File: config.mk
export PLATFORM = sky130hd
export DESIGN_NAME = mult_share_sched
export DESIGN_NICKNAME = d
export VERILOG_FILES = /design/src/rtl/mult_share_sched.sv
export SDC_FILE = /design/constraint.sdc
export NUM_CORES = 1
export LEC_CHECK = 0
export ABC_CLOCK_PERIOD_IN_PS = 5600
export CORE_AREA = 2 2 165 167
export DETAILED_ROUTE_END_ITERATION = 7
export DIE_AREA = 0 0 167 169
export PLACE_DENSITY = 0.65
export SLEW_MARGIN = 20
export SYNTH_ARGS = -nofsm -noshare
export SYNTH_HDL_FRONTEND = slang
export SYNTH_SLANG_ARGS = --single-unit
File: constraint.sdc
create_clock -name clk -period 5.6 [get_ports clk]
set_input_delay 1.68 -clock clk [delete_from_list [all_inputs] [get_ports clk]]
set_output_delay 1.68 -clock clk [all_outputs]
set_load 0.02 [all_outputs]
File: src/rtl/mult_share_sched.sv
// mult_share_sched: round-robin time-sharing of one multiplier among NUM_REQ requesters,
// with a PIPE_STAGES-deep result pipeline returning tagged products.
module mult_share_sched #(
  parameter int NUM_REQ     = 4,
  parameter int DATA_WIDTH  = 32,
  parameter int OUT_WIDTH   = DATA_WIDTH,
  parameter int PIPE_STAGES = 2
) (
  input  logic                          clk,
  input  logic                          rst,
  input  logic [NUM_REQ-1:0]            req_valid_i,
  output logic [NUM_REQ-1:0]            req_ready_o,
  input  logic [NUM_REQ*DATA_WIDTH-1:0] req_a_i,
  input  logic [NUM_REQ*DATA_WIDTH-1:0] req_b_i,
  input  logic                          stall_i,
  input  logic                          flush_i,
  output logic [DATA_WIDTH-1:0]         mult_a_o,
  output logic [DATA_WIDTH-1:0]         mult_b_o,
  input  logic [OUT_WIDTH-1:0]          mult_p_i,
  output logic [NUM_REQ-1:0]            resp_valid_o,
  output logic [OUT_WIDTH-1:0]          resp_p_o,
  output logic                          busy_o
);
  localparam int PW = (NUM_REQ > 2) ? $clog2(NUM_REQ) : 1;
  localparam int L  = PIPE_STAGES - 1;

  logic [PW-1:0]         ptr_q, gnt, iss_tag_q;
  logic                  found, accept, iss_v_q, busy_q, busy_d;
  logic [DATA_WIDTH-1:0] mult_a_q, mult_b_q;
  logic                  pv_q [PIPE_STAGES];
  logic [PW-1:0]         pt_q [PIPE_STAGES];
  logic [OUT_WIDTH-1:0]  pd_q [PIPE_STAGES];

  // Descending scan so the candidate closest to ptr overrides the others.
  always_comb begin
    gnt = ptr_q;
    found = 1'b0;
    for (int k = NUM_REQ - 1; k >= 0; k--)
      if (req_valid_i[(int'(ptr_q) + k) % NUM_REQ]) begin
        gnt = PW'((int'(ptr_q) + k) % NUM_REQ);
        found = 1'b1;
      end
  end

  assign accept      = found & ~stall_i & ~flush_i & ~rst;
  assign req_ready_o = accept ? NUM_REQ'(1) << gnt : '0;

  always_comb begin
    busy_d = accept | iss_v_q;
    for (int s = 0; s < L; s++) busy_d = busy_d | pv_q[s];
    busy_d = flush_i ? 1'b0 : stall_i ? busy_q : busy_d;
  end

  always_ff @(posedge clk or posedge rst) begin
    if (rst) begin
      ptr_q     <= '0;
      iss_v_q   <= 1'b0;
      iss_tag_q <= '0;
      mult_a_q  <= '0;
      mult_b_q  <= '0;
      busy_q    <= 1'b0;
      for (int s = 0; s < PIPE_STAGES; s++) begin
        pv_q[s] <= 1'b0;
        pt_q[s] <= '0;
        pd_q[s] <= '0;
      end
    end else begin
      busy_q <= busy_d;
      if (flush_i) begin
        iss_v_q <= 1'b0;
        for (int s = 0; s < PIPE_STAGES; s++) pv_q[s] <= 1'b0;
      end else if (!stall_i) begin
        iss_v_q <= accept;
        if (accept) begin
          mult_a_q  <= req_a_i[int'(gnt)*DATA_WIDTH +: DATA_WIDTH];
          mult_b_q  <= req_b_i[int'(gnt)*DATA_WIDTH +: DATA_WIDTH];
          iss_tag_q <= gnt;
          ptr_q     <= (gnt == PW'(NUM_REQ - 1)) ? '0 : gnt + 1'b1;
        end
        pv_q[0] <= iss_v_q;
        pt_q[0] <= iss_tag_q;
        pd_q[0] <= mult_p_i;
        for (int s = 1; s < PIPE_STAGES; s++) begin
          pv_q[s] <= pv_q[s-1];
          pt_q[s] <= pt_q[s-1];
          pd_q[s] <= pd_q[s-1];
        end
      end
    end
  end

  // A stalled final-stage entry stays hidden until the stall releases.
  assign resp_valid_o = (pv_q[L] & ~stall_i) ? NUM_REQ'(1) << pt_q[L] : '0;
  assign resp_p_o     = pd_q[L];
  assign mult_a_o     = mult_a_q;
  assign mult_b_o     = mult_b_q;
  assign busy_o       = busy_q;
endmodule

==> results.toml <==
[status]
outcome = "complete, no violations"

[layout]
insertedDiodeCount = 0
final_common_cell = "clkdlybuf4s50_1"
multiInputGateArea_sq_um = 3829
nNetsFinal = 1326
area_growth_pct = 60.53
final_cells = 1379
layout_common_cells = "clkdlybuf4s50_1, dfrtp_1, mux2_2"
drive_gt1_share_pct = 20.13
seq_area_sq_um = 3503
fillers = 2437

[timing]
fmax_mhz = 182.2
worst_pin_slew_ns = 0.9659
fin_crit_sh_pct = 98.00
slew_headroom_pct = 35.45
finalSetupViolations = 0
finClkSkew_ns = 0.01211
drv_slew = 0
layout_min_cycle_time_ns = 5.488
hold_ws_ns = 0.4778
tns_ns = 0
final-hold-violation-count = 0
rsz0062_at_grt = "no"

[cts]
root_buffer = "clkbuf_16"
post_cts_buffers = 0
cts_tree = "built"
cts-buffers-inserted = 17
insertion_delay_ns = 0.41
cts_resized = 0
htree_levels = 4
clk_pin_slew_worst_paths_ns = 0.06
cts_max_path_buffers = 2
numClockSinks = 140
cts_hold_buf = 0

[placement]
io_buffers = 400
routabilityCongestion = 0.7906
placed_cells = 1348
hpwl_microns = 19580

[critical_path]
slowest_delay_ns = 0.60
crit_arrival_ns = 3.81
critical_path_buf_inv_count = 2
crit_type = "in -> out"
crit_slowest_cell = "clkdlybuf4s50_1"
startpoint_type = "input port"
end_kind = "primary output"
cp_max_fo = 3
cp_top_family = "buffers and inverters"
rr_startpoint = "ptr_q[0]"
cp_common_cell = "clkdlybuf4s50_1"
path_cells = "clkdlybuf4s50_1, or3b_1, and2_4, nor3_4, ha_1, and2_1, clkdlybuf4s50_1"
reg2reg_depth = 6
regToRegSetupSlack_ns = 3.10
required_ns = 3.92
r2r-end = "mult_b_o[12]"

[worst_hold_path]
min_path_cells = 2
hp-class = "reg -> reg"
min_from = "iss_tag_q[0]"
whs_endpoint = "iss_tag_q[0]"

[floorplanning]
start_util_pct = 29.66
num_rows = 60
die_width_microns = 167
die_h_microns = 169
core_area_sq_um = 26500
die-area_sq_um = 28220
io_pins = 401

[yosys]
ys_seq_area_share_pct = 44.56
yosysWarnings = 0
syn_area_sq_um = 7861
yosysUniqueCellTypes = 41
synth_fp_nets = 993
synth.avg_cell_area_sq_um = 11.34
yosysTopAreaCell = "dfrtp_1"
synth_top_area_share_pct = 44.56
ys_ff_latch = 140
synth_area_leaders = "dfrtp_1, mux2_2, o31ai_1, nand4_1, o221a_2"
synth_cells = 693

[pwr]
power_density_nw_per_um2 = 385.6
finalPower_uw = 4866
p_leak_uw = 0.004820
peakVddDrop_mv = 0.1994

[detailed_routing]
vias = 7269
wl_met3_microns = 1880
dr.pass1.iters = 4
drt_iter0_drc = 367
wl_met2_microns = 13980
wl_met1_microns = 12220
post_drt_via_cell_ratio = 5.271
wirelength_microns = 28680
detail-route-antenna-nets = 0
wl_per_cell_microns = 20.80
drc = 0
routed.top_layer = "met4"

[global_route]
grt_pass1_vias = 7710
grt_pass1_wl_microns = 44310
grt_usage_pct = 19.98
grt-ovfl-total = 0
grt_antenna_before_repair = 0
grt_max_degree = 100

[job]
cap_violations = 0
[metrics by stage]
step / utilization (%) / setup slack, ns / cell area [sq um]
CTS: 47.59 / 0.01406 / 12610
global placement: 45.28 / 0.07295 / 12000
finish: 47.62 / 0.1122 / 12620
global route: 47.62 / 0.0009304 / 12620
floorplan: - / 0.1671 / 7861
detailed placement: 45.28 / 0.01875 / 12000
[kinds of logic after synthesis]
family,after synthesis,share of synthesized area (%)
and+or+nand+nor,156,11.56
adders and majority gates,4,0.6367
buffers and inverters,115,7.528
DFF,140,44.56
muxes,134,19.16
AOI/OAI and AO/OA,144,16.55
[routing by layer]
metal	global-route usage (%)	vias to the layer above
met1	25.50	3547
met2	33.53	337
li1	-	3347
met3	4.816	38
met5	0	-
met4	6.222	0
[sequential cells by signal, summed over array words and instances, names as in the netlist]
name	flops
busy_o	1
iss_tag_q	2
iss_v_q	1
mult_a_o	32
mult_b_o	32
pd_q	32
pt_q	4
ptr_q	2
pv_q	2
resp_p_o	32
[where the power goes]
group          total (uW)  internal [uW]  leakage (uW)  switching, uW
Clock                1200            712      0.000295            486
Sequential           1500           1310       0.00160            187
Combinational        2170           1120       0.00292           1050
Total                4870           3150       0.00482           1720
[how the worst max path moves through the flow]
stage,endpoint,startpoint,slack (ns),depth (start not counted)
2_1_floorplan,busy_o,rst,0.17,1
3_3_place_gp,req_ready_o[0],req_valid_i[0],0.07,9
3_5_place_dp,req_ready_o[0],req_valid_i[0],0.02,9
4_1_cts,req_ready_o[0],req_valid_i[0],0.01,9
5_1_grt,req_ready_o[3],req_valid_i[0],0.0009,7
6_report,req_ready_o[3],req_valid_i[2],0.11,7
[cells in the mapped netlist (all sizes together)]
library cell  count
a211oi            1
a21o              1
a21oi             3
a221oi            1
and2              5
and4b             1
buf              52
clkbuf           55
dfrtp           140
ha                4
inv               8
mux2            132
mux2i             2
nand2             5
nand3            63
nand4            63
nor2              5
nor2b             4
nor3              2
nor3b             1
nor4              2
nor4b             1
nor4bb            2
o211ai            1
o21a              3
o21ai             5
o221a            64
o22ai             1
o31ai            64
or3b              1
or4               1
[worst min-delay path, stage by stage (launching register included)]
cell	delay, ns
dfrtp_1	0.34
nand2_1	0.04
o21ai_0	0.06
[cell type report]
class / count / share of cell area, %
Clock buffer: 17 / 3.371
Clock inverter: 14 / 1.467
Inverter: 8 / 0.2875
Multi-Input combinational cell: 438 / 30.34
Sequential cell: 140 / 27.76
Tap cell: 341 / 3.381
Timing Repair Buffer: 421 / 33.39
(Power assumes the default switching activity.)
